**config.mk**
```make
export PLATFORM = sky130hd
export DESIGN_NAME = uart_rx_parity
export DESIGN_NICKNAME = d
export VERILOG_FILES = /design/src/rtl/uart_pkg.sv /design/src/rtl/uart_rx_sync.sv /design/src/rtl/uart_rx_parity.sv
export SDC_FILE = /design/constraint.sdc
export NUM_CORES = 1
export LEC_CHECK = 0
export ABC_CLOCK_PERIOD_IN_PS = 1600
export BUFFER_PORTS_ARGS = -buffer_cell sky130_fd_sc_hd__clkbuf_2
export CELL_PAD_IN_SITES_DETAIL_PLACEMENT = 2
export CELL_PAD_IN_SITES_GLOBAL_PLACEMENT = 2
export CORE_ASPECT_RATIO = 0.8
export CORE_UTILIZATION = 32
export CTS_CLUSTER_SIZE = 40
export DETAILED_ROUTE_END_ITERATION = 6
export PLACE_DENSITY = 0.76
export SYNTH_ARGS = -nofsm -noshare
export SYNTH_HDL_FRONTEND = slang
export SYNTH_SLANG_ARGS = --single-unit
```
**constraint.sdc**
```tcl
create_clock -name clk -period 1.6 [get_ports clk]
set_input_delay 0.16 -clock clk [delete_from_list [all_inputs] [get_ports clk]]
set_output_delay 0.16 -clock clk [all_outputs]
set_load 0.01 [all_outputs]
```
**src/rtl/uart_pkg.sv**
```systemverilog
// Shared definitions for the parity UART link (receiver and transmitter).
// Holds the receiver state encoding, the parity-sense constants and the parity helper.
package uart_pkg;

    typedef enum logic [2:0] {
        IDLE,
        START,
        DATA,
        PARITY,
        STOP,
        BREAK
    } rx_state_e;

    localparam logic PARITY_EVEN = 1'b0;
    localparam logic PARITY_ODD  = 1'b1;

    // XOR-reduce of a payload; narrower payloads are zero-extended.
    function automatic logic parity_calc(input logic [7:0] data);
        return ^data;
    endfunction

endpackage

```
**src/rtl/uart_rx_sync.sv**
```systemverilog
// Two-flop synchroniser for asynchronous inputs; both stages reset to 1.
// Ports: clk_i, rst_i (sync, active-high), d_i async input, q_o synchronised output.
module uart_rx_sync #(
    parameter int WIDTH = 1
) (
    input  logic             clk_i,
    input  logic             rst_i,
    input  logic [WIDTH-1:0] d_i,
    output logic [WIDTH-1:0] q_o
);

    logic [WIDTH-1:0] s1_q;
    logic [WIDTH-1:0] s2_q;

    always_ff @(posedge clk_i) begin
        if (rst_i) begin
            s1_q <= '1;
            s2_q <= '1;
        end else begin
            s1_q <= d_i;
            s2_q <= s1_q;
        end
    end

    assign q_o = s2_q;

endmodule

```
**src/rtl/uart_rx_parity.sv**
```systemverilog
// UART receiver with parity: 1 start, DATA_BITS data (LSB first), 1 parity, 1 stop.
// Ports: clk, rst (sync, active-high), rxd serial in; dout, done strobe,
// parity_err, frame_err (held until next done), busy (state != IDLE).
module uart_rx_parity #(
    parameter int CLKS_PER_BIT = 16,
    parameter int DATA_BITS    = 8,
    parameter int PARITY_ODD   = 0
) (
    input  logic                 clk,
    input  logic                 rst,
    input  logic                 rxd,
    output logic [DATA_BITS-1:0] dout,
    output logic                 done,
    output logic                 parity_err,
    output logic                 frame_err,
    output logic                 busy
);

    import uart_pkg::*;

    localparam int CW = $clog2(CLKS_PER_BIT);
    localparam logic [CW-1:0] HALF = CW'(CLKS_PER_BIT / 2 - 1);
    localparam logic [CW-1:0] FULL = CW'(CLKS_PER_BIT - 1);
    localparam logic [2:0] LAST_BIT = 3'(DATA_BITS - 1);
    localparam logic ODD = (PARITY_ODD != 0);

    logic rx_s;

    rx_state_e state_q, state_d;
    logic [CW-1:0] cnt_q, cnt_d;
    logic [2:0] bit_q, bit_d;
    logic [DATA_BITS-1:0] sh_q, sh_d;
    logic pbit_q, pbit_d;
    logic [DATA_BITS-1:0] dout_q, dout_d;
    logic done_q, done_d;
    logic perr_q, perr_d;
    logic ferr_q, ferr_d;

    uart_rx_sync #(
        .WIDTH(1)
    ) u_sync (
        .clk_i(clk),
        .rst_i(rst),
        .d_i  (rxd),
        .q_o  (rx_s)
    );

    always_ff @(posedge clk) begin
        if (rst) begin
            state_q <= IDLE;
            cnt_q   <= '0;
            bit_q   <= '0;
            sh_q    <= '0;
            pbit_q  <= 1'b0;
            dout_q  <= '0;
            done_q  <= 1'b0;
            perr_q  <= 1'b0;
            ferr_q  <= 1'b0;
        end else begin
            state_q <= state_d;
            cnt_q   <= cnt_d;
            bit_q   <= bit_d;
            sh_q    <= sh_d;
            pbit_q  <= pbit_d;
            dout_q  <= dout_d;
            done_q  <= done_d;
            perr_q  <= perr_d;
            ferr_q  <= ferr_d;
        end
    end

    always_comb begin
        state_d = state_q;
        cnt_d   = cnt_q + 1'b1;
        bit_d   = bit_q;
        sh_d    = sh_q;
        pbit_d  = pbit_q;
        dout_d  = dout_q;
        done_d  = 1'b0;
        perr_d  = perr_q;
        ferr_d  = ferr_q;
        unique case (state_q)
            IDLE: begin
                cnt_d = '0;
                if (!rx_s) begin
                    state_d = START;
                end
            end
            START: begin
                // Mid-start-bit check rejects glitches shorter than half a bit.
                if (cnt_q == HALF) begin
                    cnt_d = '0;
                    if (rx_s) begin
                        state_d = IDLE;
                    end else begin
                        state_d = DATA;
                        bit_d   = '0;
                    end
                end
            end
            DATA: begin
                if (cnt_q == FULL) begin
                    cnt_d = '0;
                    sh_d  = {rx_s, sh_q[DATA_BITS-1:1]};
                    if (bit_q == LAST_BIT) begin
                        state_d = PARITY;
                    end else begin
                        bit_d = bit_q + 3'd1;
                    end
                end
            end
            PARITY: begin
                if (cnt_q == FULL) begin
                    cnt_d   = '0;
                    pbit_d  = rx_s;
                    state_d = STOP;
                end
            end
            STOP: begin
                if (cnt_q == FULL) begin
                    cnt_d   = '0;
                    dout_d  = sh_q;
                    perr_d  = parity_calc(8'(sh_q)) ^ pbit_q ^ ODD;
                    ferr_d  = ~rx_s;
                    done_d  = 1'b1;
                    state_d = rx_s ? IDLE : BREAK;
                end
            end
            BREAK: begin
                // Held-low line: no more frames until it returns high.
                cnt_d = '0;
                if (rx_s) begin
                    state_d = IDLE;
                end
            end
            default: begin
                state_d = IDLE;
            end
        endcase
    end

    assign dout       = dout_q;
    assign done       = done_q;
    assign parity_err = perr_q;
    assign frame_err  = ferr_q;
    assign busy       = (state_q != IDLE);

endmodule

```
==> metrics.cfg <==
[cells_and_area]
nets = 183
drive_gt1_frac = 0.328
synthToLayoutAreaGrowth_pct = 29.0
seqCellArea_um2 = 648
nFillCells = 483
antenna_cells = 0
multi_input_area_um2 = 820

[yosys]
synthArstFlopShare = 0
yosysTopAreaCell = dfxtp_1
synthTopCellsByArea = dfxtp_1 (45%), mux2i_1 (12%), nor2_1 (6.3%)
synthFlopType = dfxtp_1
synthCells = 149
yosys_warnings = 0
ys_ff_latch = 32
synth_most_common_cell = dfxtp_1
synth_fp_nets = 155
seq_area_frac_synth = 0.446
avgSynthCellArea_um2 = 9.64
yosysTopAreaCellShare = 0.446
synth_cell_types = 37
synth_commonest_cells = dfxtp_1 (32), nor2_1 (24), mux2i_1 (17)
synth_edf_count = 0
netlist_area_um2 = 1440

[global_route]
grt_use_total = 0.190
grt_pass1_vias = 1249
grt_overflow = 0
grt_max_degree = 29
grt_pass1_wl_um = 6510
antenna_found_initial = 0

[flow_run]
timing.max_cap.violations = 0

[floorplanning]
core_area_um2 = 4260
die_h_um = 61.9
ioPinCount = 15
dieArea_um2 = 4760
fp.dieW_um = 76.9
start_util = 0.337
rows = 21

[outcome]
status = finished with violations
failed_checks = negative setup slack

[clock_network]
h-tree-depth = 2
cts.clk_slew.worst_paths_ns = 0.06
cts_tree = built
clock-sinks = 32
cts_buffer_depth = 2
cts_root_buf = clkbuf_8
postCtsHoldBufs = 0
cts_inserted_buffers = 5
clock_latency_ns = 0.28

[sta]
holdWs_ns = 0.0519
rsz0062_at_grt = yes
clock_skew_ns = 0.00136
slew_viol_final = 0
finalHoldViolCount = 0
setup_ws_ns = -0.177
tightest_slew_ns = 0.384
fmax_ghz = 0.563
post-route-period-util = 1.11
slew_headroom = 0.743
finalCriticalPeriod_ns = 1.78
setup_violations = 3

[worst_setup_path]
critPathKind = register to register
cp.arrival_ns = 2.00
required_ns = 1.82
startpoint_type = register
endpoint_kind = register
worstPathMaxFanout = 5

[drt]
via_per_inst = 5.07
drtIter0Drc = 48
drt_wl_total_um = 4380
drt-wirelength-per-cell_um = 18.7
final_antenna_net_count = 0
firstDrtPassIters = 4
drc = 0
vias = 1186

[power]
cellPowerDensity_nw_per_um2 = 786
p_leak_uw = 0.000682
ir_drop_mv = 0.406

[place]
pre_cts_ws_ns = -0.247
dp_hpwl_um = 2650
gp_congestion = 0.791
port_buffers = 14

[min_path]
hp-class = input pin to register

-- power by group --
| part | internal, µW | switching, µW |
|---|---|---|
| Clock | 295 | 298 |
| Sequential | 801 | 5.40 |
| Combinational | 19.4 | 35.9 |
| Total | 1120 | 340 |
-- worst paths after layout --
| kind | startpoint | to | slack [ns] | cells after the start |
|---|---|---|---|---|
| max | bit_q[0] | bit_q[2] | -0.18 | 6 |
| min | rxd | u_sync.s1_q | 0.05 | 2 |
| max reg2reg | bit_q[0] | bit_q[2] | -0.18 | 6 |
| min reg2reg | u_sync.s1_q | u_sync.q_o | 0.41 | 1 |
-- state kept, by name (all words and copies together), names as in the netlist --
register and count:
frame_err 1, u_sync.q_o 1, dout 8, sh_q 8
u_sync.s1_q 1, done 1, bit_q 3, cnt_q 4
pbit_q 1, parity_err 1, state_q 3
-- cell type report --
class,instances,area share
timing repair buffer,30,0.111
inverter,8,0.0162
tap,57,0.0385
clock inverter,1,0.00270
sequential,32,0.350
multi-input combinational,100,0.442
clock buffer,6,0.0392
-- layout by cell type (no fill, tap or decap), types with 3 or more instances in the layout --
cell      instances
nand2b_1          3
buf_4            14
dfxtp_1          26
ha_4              3
nor2_1           24
nor3_1            3
xnor2_1           5
nand2_1           6
mux2i_1          17
clkbuf_8          5
clkbuf_2         14
inv_1             8
a21oi_1           3
dfxtp_2           6
-- per-stage QoR --
stage / utilization / std cells / cell area (µm²) / total power [µW] / TNS [ns]
global route: 0.435 / 234 / 1850 / 1510 / -1.12
CTS: 0.416 / 232 / 1770 / 1460 / -1.30
global placement: 0.383 / 223 / 1630 / 870 / -0.337
finish: 0.435 / 234 / 1850 / 1460 / -0.469
detailed placement: 0.383 / 223 / 1630 / 873 / -1.13
floorplan: - / 149 / 1440 / 855 / -0.953
-- timing repair --
action	in CTS	in global routing
pin swaps	1	2
setup endpoints to repair	21	25
endpoints found under the hold margin	0	0
resized for setup	9	16
buffers inserted	2	2
-- critical path: stages, from the launching register on --
cell and delay [ns]:
dfxtp_2 0.34, ha_4 0.16, ha_4 0.15, and4bb_1 0.29
o2111ai_4 0.15, or4_4 0.46, a21oi_4 0.16
-- routing by layer --
layer / GRT usage / wire length (µm) / vias to the layer above
li1: - / - / 568
met1: 0.216 / 1810 / 594
met2: 0.347 / 2380 / 17
met3: 0.0467 / 130 / 7
met4: 0.0907 / 62 / 0
met5: 0 / 0 / -
-- cell families (layout without fill, tap and decap cells) --
family,count (synthesis),after routing,synth area share
AO/OA/AOI/OAI,17,17,0.0897
XOR/XNOR,8,8,0.0584
adder cells (fa/ha/maj),3,3,0.0261
buffers and inverters,17,45,0.0549
flip-flops,32,32,0.446
multiplexers,17,17,0.118
AND/OR/NAND/NOR,55,55,0.206
No activity file was read; power rests on OpenSTA's default activity.
